--- src/rtl/cpu_defs_pkg.sv ---
// Shared MIPS core definitions: branch op encodings, redirect FSM states and
// the branch-offset helper used by the target calculator.
package cpu_defs_pkg;

  localparam logic [31:0] ResetPc = 32'hBFC0_0000;

  localparam logic [3:0] OpBeq  = 4'd0;
  localparam logic [3:0] OpBne  = 4'd1;
  localparam logic [3:0] OpBgez = 4'd2;
  localparam logic [3:0] OpBgtz = 4'd3;
  localparam logic [3:0] OpBlez = 4'd4;
  localparam logic [3:0] OpBltz = 4'd5;
  localparam logic [3:0] OpJ    = 4'd6;
  localparam logic [3:0] OpJal  = 4'd7;
  localparam logic [3:0] OpJr   = 4'd8;

  localparam logic [1:0] StIdle     = 2'd0;
  localparam logic [1:0] StWaitSlot = 2'd1;
  localparam logic [1:0] StRedirect = 2'd2;

  // Word offset: sign-extend the 16-bit field, then scale by 4.
  function automatic logic [31:0] br_offset(input logic [15:0] imm);
    return {{14{imm[15]}}, imm, 2'b00};
  endfunction

endpackage

--- src/rtl/branch_redirect_ctrl_if.sv ---
// ID/IF-facing handshake bundle of the branch redirect controller.
interface branch_redirect_ctrl_if #(
  parameter int unsigned OP_W = 4
);
  logic            br_valid;
  logic            br_ready;
  logic [OP_W-1:0] br_op;
  logic [31:0]     br_pc;
  logic [15:0]     br_imm;
  logic [25:0]     br_index;
  logic [31:0]     rs_val;
  logic [31:0]     rt_val;
  logic            slot_fetched;
  logic            redir_valid;
  logic [31:0]     redir_pc;
  logic            redir_ready;

  modport master (
    output br_valid, br_op, br_pc, br_imm, br_index, rs_val, rt_val, slot_fetched, redir_ready,
    input  br_ready, redir_valid, redir_pc
  );

  modport slave (
    input  br_valid, br_op, br_pc, br_imm, br_index, rs_val, rt_val, slot_fetched, redir_ready,
    output br_ready, redir_valid, redir_pc
  );
endinterface

--- src/rtl/br_target_calc.sv ---
// Combinational branch/jump resolution: target address, taken condition,
// op legality and JR target misalignment.
module br_target_calc
  import cpu_defs_pkg::*;
#(
  parameter int unsigned OP_W = 4
) (
  input  logic [OP_W-1:0] br_op,
  input  logic [31:0]     br_pc,
  input  logic [15:0]     br_imm,
  input  logic [25:0]     br_index,
  input  logic [31:0]     rs_val,
  input  logic [31:0]     rt_val,
  output logic [31:0]     target,
  output logic            taken,
  output logic            legal,
  output logic            jr_misalign
);

  logic [31:0] pc_plus4;
  assign pc_plus4 = br_pc + 32'd4;

  always_comb begin
    target      = pc_plus4 + br_offset(br_imm);
    taken       = 1'b0;
    legal       = 1'b1;
    jr_misalign = 1'b0;
    // Signed compares against zero reduce to sign-bit tests.
    case (br_op)
      OP_W'(OpBeq):  taken = (rs_val == rt_val);
      OP_W'(OpBne):  taken = (rs_val != rt_val);
      OP_W'(OpBgez): taken = ~rs_val[31];
      OP_W'(OpBgtz): taken = ~rs_val[31] & (rs_val != 32'd0);
      OP_W'(OpBlez): taken = rs_val[31] | (rs_val == 32'd0);
      OP_W'(OpBltz): taken = rs_val[31];
      OP_W'(OpJ), OP_W'(OpJal): begin
        taken  = 1'b1;
        target = {pc_plus4[31:28], br_index, 2'b00};
      end
      OP_W'(OpJr): begin
        taken       = 1'b1;
        target      = rs_val;
        jr_misalign = |rs_val[1:0];
      end
      default: legal = 1'b0;
    endcase
  end

endmodule

--- src/rtl/branch_redirect_ctrl.sv ---
// Branch redirect sequencer: accepts a control transfer from ID, waits for the
// delay slot to be fetched, then holds a redirect to IF until accepted.
module branch_redirect_ctrl
  import cpu_defs_pkg::*;
#(
  parameter int unsigned OP_W  = 4,
  parameter int unsigned CNT_W = 32
) (
  input  logic                clk,
  input  logic                resetn,
  branch_redirect_ctrl_if.slave bus,
  input  logic                flush,
  output logic                jr_adel,
  output logic [CNT_W-1:0]    br_cnt,
  output logic [CNT_W-1:0]    taken_cnt
);

  logic [1:0]       state_q, state_d;
  logic [31:0]      target_q, target_d;
  logic             jr_adel_q, jr_adel_d;
  logic [CNT_W-1:0] br_cnt_q, br_cnt_d;
  logic [CNT_W-1:0] taken_cnt_q, taken_cnt_d;

  logic [31:0] calc_target;
  logic        calc_taken, calc_legal, calc_misalign;
  logic        accept, counted, redirect;

  br_target_calc #(
    .OP_W(OP_W)
  ) u_calc (
    .br_op      (bus.br_op),
    .br_pc      (bus.br_pc),
    .br_imm     (bus.br_imm),
    .br_index   (bus.br_index),
    .rs_val     (bus.rs_val),
    .rt_val     (bus.rt_val),
    .target     (calc_target),
    .taken      (calc_taken),
    .legal      (calc_legal),
    .jr_misalign(calc_misalign)
  );

  assign bus.br_ready    = (state_q == StIdle) & ~flush;
  assign bus.redir_valid = (state_q == StRedirect);
  assign bus.redir_pc    = target_q;
  assign jr_adel         = jr_adel_q;
  assign br_cnt          = br_cnt_q;
  assign taken_cnt       = taken_cnt_q;

  assign accept   = bus.br_valid & bus.br_ready;
  assign counted  = accept & calc_legal;
  assign redirect = counted & calc_taken & ~calc_misalign;

  always_comb begin
    state_d     = state_q;
    target_d    = redirect ? calc_target : target_q;
    jr_adel_d   = counted & calc_misalign;
    br_cnt_d    = br_cnt_q + (counted ? CNT_W'(1) : CNT_W'(0));
    taken_cnt_d = taken_cnt_q + (redirect ? CNT_W'(1) : CNT_W'(0));
    unique case (state_q)
      StIdle:     if (redirect) state_d = bus.slot_fetched ? StRedirect : StWaitSlot;
      StWaitSlot: if (bus.slot_fetched) state_d = StRedirect;
      StRedirect: if (bus.redir_ready) state_d = StIdle;
      default:    state_d = StIdle;
    endcase
    // Flush aborts pending work; counters are deliberately not rolled back.
    if (flush) state_d = StIdle;
  end

  always_ff @(posedge clk or negedge resetn) begin
    if (!resetn) begin
      state_q     <= StIdle;
      target_q    <= 32'd0;
      jr_adel_q   <= 1'b0;
      br_cnt_q    <= '0;
      taken_cnt_q <= '0;
    end else begin
      state_q     <= state_d;
      target_q    <= target_d;
      jr_adel_q   <= jr_adel_d;
      br_cnt_q    <= br_cnt_d;
      taken_cnt_q <= taken_cnt_d;
    end
  end

endmodule
--- src/flat_wrapper.sv ---
// flat-port wrapper written by rule: the top's interface ports become plain ports
module branch_redirect_ctrl_flat import cpu_defs_pkg::*;
#(
  parameter int unsigned OP_W  = 4,
  parameter int unsigned CNT_W = 32
)
  (clk, resetn, flush, jr_adel, br_cnt, taken_cnt, bus_br_valid, bus_br_op, bus_br_pc, bus_br_imm, bus_br_index, bus_rs_val, bus_rt_val, bus_slot_fetched, bus_redir_ready, bus_br_ready, bus_redir_valid, bus_redir_pc);
  branch_redirect_ctrl_if #(.OP_W(OP_W)) bus_i ();
  input  logic clk;
  input  logic resetn;
  input  logic flush;
  output logic jr_adel;
  output logic [CNT_W-1:0] br_cnt;
  output logic [CNT_W-1:0] taken_cnt;
  input wire logic [$bits(bus_i.br_valid)-1:0] bus_br_valid;
  input wire logic [$bits(bus_i.br_op)-1:0] bus_br_op;
  input wire logic [$bits(bus_i.br_pc)-1:0] bus_br_pc;
  input wire logic [$bits(bus_i.br_imm)-1:0] bus_br_imm;
  input wire logic [$bits(bus_i.br_index)-1:0] bus_br_index;
  input wire logic [$bits(bus_i.rs_val)-1:0] bus_rs_val;
  input wire logic [$bits(bus_i.rt_val)-1:0] bus_rt_val;
  input wire logic [$bits(bus_i.slot_fetched)-1:0] bus_slot_fetched;
  input wire logic [$bits(bus_i.redir_ready)-1:0] bus_redir_ready;
  output wire logic [$bits(bus_i.br_ready)-1:0] bus_br_ready;
  output wire logic [$bits(bus_i.redir_valid)-1:0] bus_redir_valid;
  output wire logic [$bits(bus_i.redir_pc)-1:0] bus_redir_pc;
  assign bus_i.br_valid = bus_br_valid;
  assign bus_i.br_op = bus_br_op;
  assign bus_i.br_pc = bus_br_pc;
  assign bus_i.br_imm = bus_br_imm;
  assign bus_i.br_index = bus_br_index;
  assign bus_i.rs_val = bus_rs_val;
  assign bus_i.rt_val = bus_rt_val;
  assign bus_i.slot_fetched = bus_slot_fetched;
  assign bus_i.redir_ready = bus_redir_ready;
  assign bus_br_ready = bus_i.br_ready;
  assign bus_redir_valid = bus_i.redir_valid;
  assign bus_redir_pc = bus_i.redir_pc;
  branch_redirect_ctrl #(.OP_W(OP_W), .CNT_W(CNT_W)) u_core (.clk(clk), .resetn(resetn), .bus(bus_i), .flush(flush), .jr_adel(jr_adel), .br_cnt(br_cnt), .taken_cnt(taken_cnt));
endmodule
--- config.mk ---
export PLATFORM = sky130hd
export DESIGN_NAME = branch_redirect_ctrl_flat
export DESIGN_NICKNAME = d
export VERILOG_FILES = /design/src/rtl/cpu_defs_pkg.sv /design/src/rtl/branch_redirect_ctrl_if.sv /design/src/rtl/br_target_calc.sv /design/src/rtl/branch_redirect_ctrl.sv /design/src/flat_wrapper.sv
export SDC_FILE = /design/constraint.sdc
export NUM_CORES = 1
export LEC_CHECK = 0
export BUFFER_PORTS_ARGS = -buffer_cell sky130_fd_sc_hd__buf_2
export CELL_PAD_IN_SITES_DETAIL_PLACEMENT = 0
export CELL_PAD_IN_SITES_GLOBAL_PLACEMENT = 2
export CORE_MARGIN = 4
export CORE_UTILIZATION = 33
export DETAILED_ROUTE_END_ITERATION = 12
export PLACE_DENSITY = 0.95
export SETUP_SLACK_MARGIN = 0.05
export SLEW_MARGIN = 20
export SYNTH_ARGS = -nofsm -noshare
export SYNTH_HDL_FRONTEND = slang
export SYNTH_HIERARCHICAL = 1
export SYNTH_SLANG_ARGS = --single-unit
--- constraint.sdc ---
create_clock -name clk -period 5.1 [get_ports clk]
set_input_delay 0.255 -clock clk [delete_from_list [all_inputs] [get_ports clk]]
set_output_delay 0.255 -clock clk [all_outputs]
set_load 0.005 [all_outputs]
Word level (Yosys, flattened, before mapping) --
Index checks and enable logic that the tools add are counted.
Word-level totals: register bits 99, input port bits 148, output and inout port bits 99, word-level logic and storage cells 56
Operators by class: $add $sub $neg 4, eq/ne operators 15, mux-type cells 12, bitwise gates (word level) 11, reduce and logical (&&, ||, !) cells 9
Operator list (count):
- $add 32x32->32 | 3
- $pmux 32 s2 | 1
- $add 32x3->32 const B | 1
- $eq 32x32->1 | 1
- $logic_not 32->1 | 1
- $ne 32x32->1 | 1
- $reduce_bool 32->1 | 1
- $eq 4x3->1 const B | 4
- $mux 2 | 5
- $reduce_or 9->1 | 1
- $eq 4x2->1 const B | 2
- $and 1x1->1 | 7
- $pmux 1 s7 | 1
- $ne 3x3->1 const B | 2
- $pmux 2 s3 | 1
- $eq 4x1->1 const B | 1
- $eq 4x4->1 const B | 1
- $logic_not 4->1 | 1
- $mux 1 | 4
- $reduce_or 2->1 | 2
- $ne 3x2->1 const B | 1
- $not 1->1 | 3
- $reduce_and 3->1 | 1
- $reduce_or 3->1 | 1
- other kinds (4) | 4

Longest topological paths before layout --
depth in word-level cells 9, depth in mapped cells 20, mapped depth without buffers 18

By module --
The synthesis kept the hierarchy.
Modules (own cells, without submodules):
- branch_redirect_ctrl | instances 1, cells each 332, area each 4247.8 um^2, seq. area each 2477.4 um^2
- br_target_calc | instances 1, cells each 442, area each 3065.4 um^2, seq. area each 0.0 um^2

Worst setup path before layout --
OpenSTA, ideal clock, no wires.
kind input to register, start input port bus_br_pc[2], end register u_core.target_q[30], in the netlist u_core/bus.redir_pc[30], library setup time 0.125 ns, data arrival time 3.714 ns, required time 4.975 ns, setup slack 1.261 ns, cell stages on the path 19, path buffers 1, cell sequence ha_1 -> and4_1 -> nor3b_2 -> and3_1 -> and2_1 -> and4_1 -> buf_4 -> nand3_1 -> xnor2_1 -> ha_1 -> a21o_1 -> a21o_1 -> a21o_1 -> a21oi_1 -> o21ai_0 -> a221oi_2 -> xnor2_1 -> a221o_1 -> mux2_2
On the way: cells in the longest elaborated chain, start to end 3
Ends and longest elaborated chain:
- start, declared | RTL line flat_wrapper.sv:17 | input wire logic [$bits(bus_i.br_pc)-1:0] bus_br_pc;
- $add 32x3->32 * | RTL line br_target_calc.sv:21 | assign pc_plus4 = br_pc + 32'd4;
- $add 32x32->32 | RTL line br_target_calc.sv:24 | target = pc_plus4 + br_offset(br_imm);
- $pmux 32 s2 * | RTL line br_target_calc.sv:29 | case (br_op)
- via u_core.calc_target[30] | RTL line branch_redirect_ctrl.sv:24 | logic [31:0] calc_target;
- end signal, assigned | RTL line branch_redirect_ctrl.sv:79 | target_q <= target_d;
- end, declared | RTL line branch_redirect_ctrl.sv:19 | logic [31:0] target_q, target_d;
The timed path passes the listed nets; every way through them passes the cells marked *. A chain may end at the register's enable or synchronous reset.

Final worst setup path --
Same ends and word-level chain as after synthesis.

==> results.toml <==
[placement]
routabilityCongestion = 0.863
port_buffers = 246
dpl.hpwl_um = 20200

[logic_synthesis]
synthXorXnorAreaFrac_pct = 17.5
synth_edf_count = 0
seq_area_frac_synth_pct = 33.9
synth_seq_cells = 99
synth_cell_types = 65
synth_top_family_by_area = "simple AND/OR/NAND/NOR gates"
synth_compound_area_share_pct = 14.0
avgSynthCellArea_um2 = 9.45
yosys.area_share.simple_pct = 21.0
netlist_area_mm2 = 0.00731
syn-num-nets = 958
synth_top_area_share_pct = 33.9
ys.flop_type = "dfrtp_1"
synth.largest_area_cell = "dfrtp_1"
synthMuxAreaShare_pct = 4.93
ys_async_sr_fraction_pct = 100
ys_warn_count = 6
netlist_instances = 774
synthTopCellsByArea = "dfrtp_1 34%, xnor2_1 9.6%, xor2_1 7.9%, ha_1 6.0%, mux2_2 4.9%"
synthAdderAreaFrac_pct = 6.26

[route]
top_layer = "met5"
dr.pass1.iters = 6
ant_nets = 0
met3WireLength_um = 2220
vias_per_cell = 5.28
routed_wl_um = 25600
wl_met1_um = 11300
wl_met2_um = 11400
vias = 6861
drt_iter0_markers = 391
post_drt_wl_per_cell_um = 19.7
drcViolationCount = 0

[setup_path]
path_class = "in -> reg"
required_ps = 5340
start_kind = "primary input"
cp-end-kind = "flop"
critPathArrivalTime_ps = 4370
cp_max_fo = 7

[cts]
root_buffer = "clkbuf_16"
tritoncts = "built"
tritoncts.num_buffers = 9
cts_buffer_depth = 2
clock-sinks = 99
h-tree-depth = 3
clk_pin_slew_ps = 80
clk_latency_ps = 360

[timing]
post-route-min-period_ps = 4130
max_freq_ghz = 0.242
final_hold_viol_count = 0
fin_skew_ps = 15.3
whs_ps = 96.9
fin_crit_sh_pct = 80.9
drv_slew = 0
max_slew.worst_pin.slew_ps = 840
setup_viol = 0
relSlewSlack_pct = 43.6
rsz0062_at_grt = "no"
setup_tns_ps = 0

[power_and_ir_drop]
netSwitchingPower_mw = 0.893
powerDensity_mw_per_mm2 = 279
power_frac_clock_pct = 29.0
seqPwrFrac_pct = 40.7
peakVddDrop_v = 0.000186
p_comb_share_pct = 30.2
sw_frac_of_total_pct = 35.0
p_total_mw = 2.55
p_leak_nw = 4.39
p_int_mw = 1.66

[floorplanning]
dieArea_mm2 = 0.0246
die_h_um = 157
fp.dieW_um = 157
row_count = 54
core_mm2 = 0.0218
ios = 247
initial_utilization_pct = 33.5

[final_layout]
syn2layout_area_growth_pct = 25.1
most-common-layout-cells = "245 x buf_2, 99 x dfrtp_1, 80 x xnor2_1, 66 x xor2_1, 52 x nand2_1"
nFillCells = 2185
final_nets = 1194
fin_util_pct = 41.9
final_common_cell = "buf_2"
layout-drive-gt1-share_pct = 31.4

[global_routing]
grt_max_degree = 52
grt_pass1_vias = 6787
grt-ovfl-total = 0
track_usage_pct = 20.2
antenna_found_initial = 3
grt_pass1_wl_um = 38600

[status]
status = "finished, final reports clean"

[min_path]
min_path_type = "in -> reg"

[job]
maxCapViolations = 0
final cells by class:
cell class              instances  area, µm²  share of cell area [%]
flip-flops and latches         99       2480                    27.1
diodes                          4       10.0                   0.109
multi-input cells             634       4660                    50.9
repair buffers                252       1280                    14.0
inverters                      14       52.6                   0.575
clock inverters                 7       91.3                   0.999
well taps                     280        350                    3.83
clock buffers                   9        225                    2.46
final timing paths:
check | end | from | cells past startpoint | slack [ps]
min in group asynchronous | u_core/taken_cnt[11] | resetn | 2 | 460
max in group asynchronous | u_core/br_cnt[4] | resetn | 3 | 3480
worst min register to register | u_core/br_cnt[31] | u_core/br_cnt[31] | 1 | 470
worst min-delay path | u_core/state_q[1] | flush | 2 | 100
worst max register to register | u_core/br_cnt[16] | u_core/state_q[0] | 8 | 2420
worst max-delay path | u_core/bus.redir_pc[30] | bus_br_pc[2] | 19 | 970
registers in the layout, indices dropped and copies added (netlist names):
name and flops:
u_core/taken_cnt 32, u_core/bus.redir_pc 32, u_core/jr_adel 1, u_core/state_q 2, u_core/br_cnt 32
per-layer routing:
layer | vias up | global-route usage [%]
met4 | 2 | 6.74
met3 | 34 | 5.72
met2 | 284 | 31.5
li1 | 3331 | -
met5 | - | 0
met1 | 3210 | 27.0
cells by family after synthesis:
logic type                 after synthesis
and+or+nand+nor                        265
AOI/OAI and AO/OA                      155
xor gates and xnor gates               146
DFF                                     99
buffers and inverters                   41
adders and majority gates               36
muxes                                   32
power groups by stage:
stage	registers, mW	clock network (mW)	logic (mW)
global placement	1.05	0	0.773
detailed placement	1.05	0	0.776
CTS	1.04	0.768	0.780
finish	1.04	0.741	0.772
global route	1.06	0.794	0.853
floorplan	1.05	0	0.379
repair_timing:
action                                  4_1_cts  5_1_grt
resized for setup                             0        0
buffers inserted                              0        0
endpoints found under the hold margin        48        0
hold buffers                                  1        0
endpoints found under the setup margin        0        0
stage by stage:
step / setup WS (ps) / area (µm²) / cells
after detailed placement: 664 / 8810 / 1278
after global routing: 750 / 9140 / 1296
after floorplan: 1260 / 7310 / 774
final: 972 / 9150 / 1299
after CTS: 1050 / 9140 / 1295
after global placement: 735 / 8810 / 1278
synth_stat cells, types with 13 or more instances:
| cell type | count |
|---|---|
| ha_1 | 35 |
| xnor2_1 | 80 |
| xor2_1 | 66 |
| nor2_1 | 30 |
| nor4_1 | 19 |
| and3_1 | 19 |
| clkbuf_1 | 18 |
| a21oi_1 | 25 |
| a22oi_1 | 27 |
| inv_1 | 13 |
| nand3_1 | 46 |
| mux2_2 | 32 |
| o21ai_0 | 39 |
| nand4_1 | 35 |
| a21o_1 | 23 |
| nand2_1 | 52 |
| dfrtp_1 | 99 |
critical path, stage by stage:
cell      delay [ps]
buf_2            110
ha_1             200
and4_1           300
nor3b_2          310
and3_1           230
and2_1           200
and4_1           330
nand3_1          120
xnor2_1          140
ha_1             380
a21o_1           190
a21o_1           190
a21o_1           180
a21oi_1          120
o21ai_0          130
a221oi_2         310
xnor2_1           90
a221o_1          310
mux2_2           260
(Power assumes the default switching activity.)
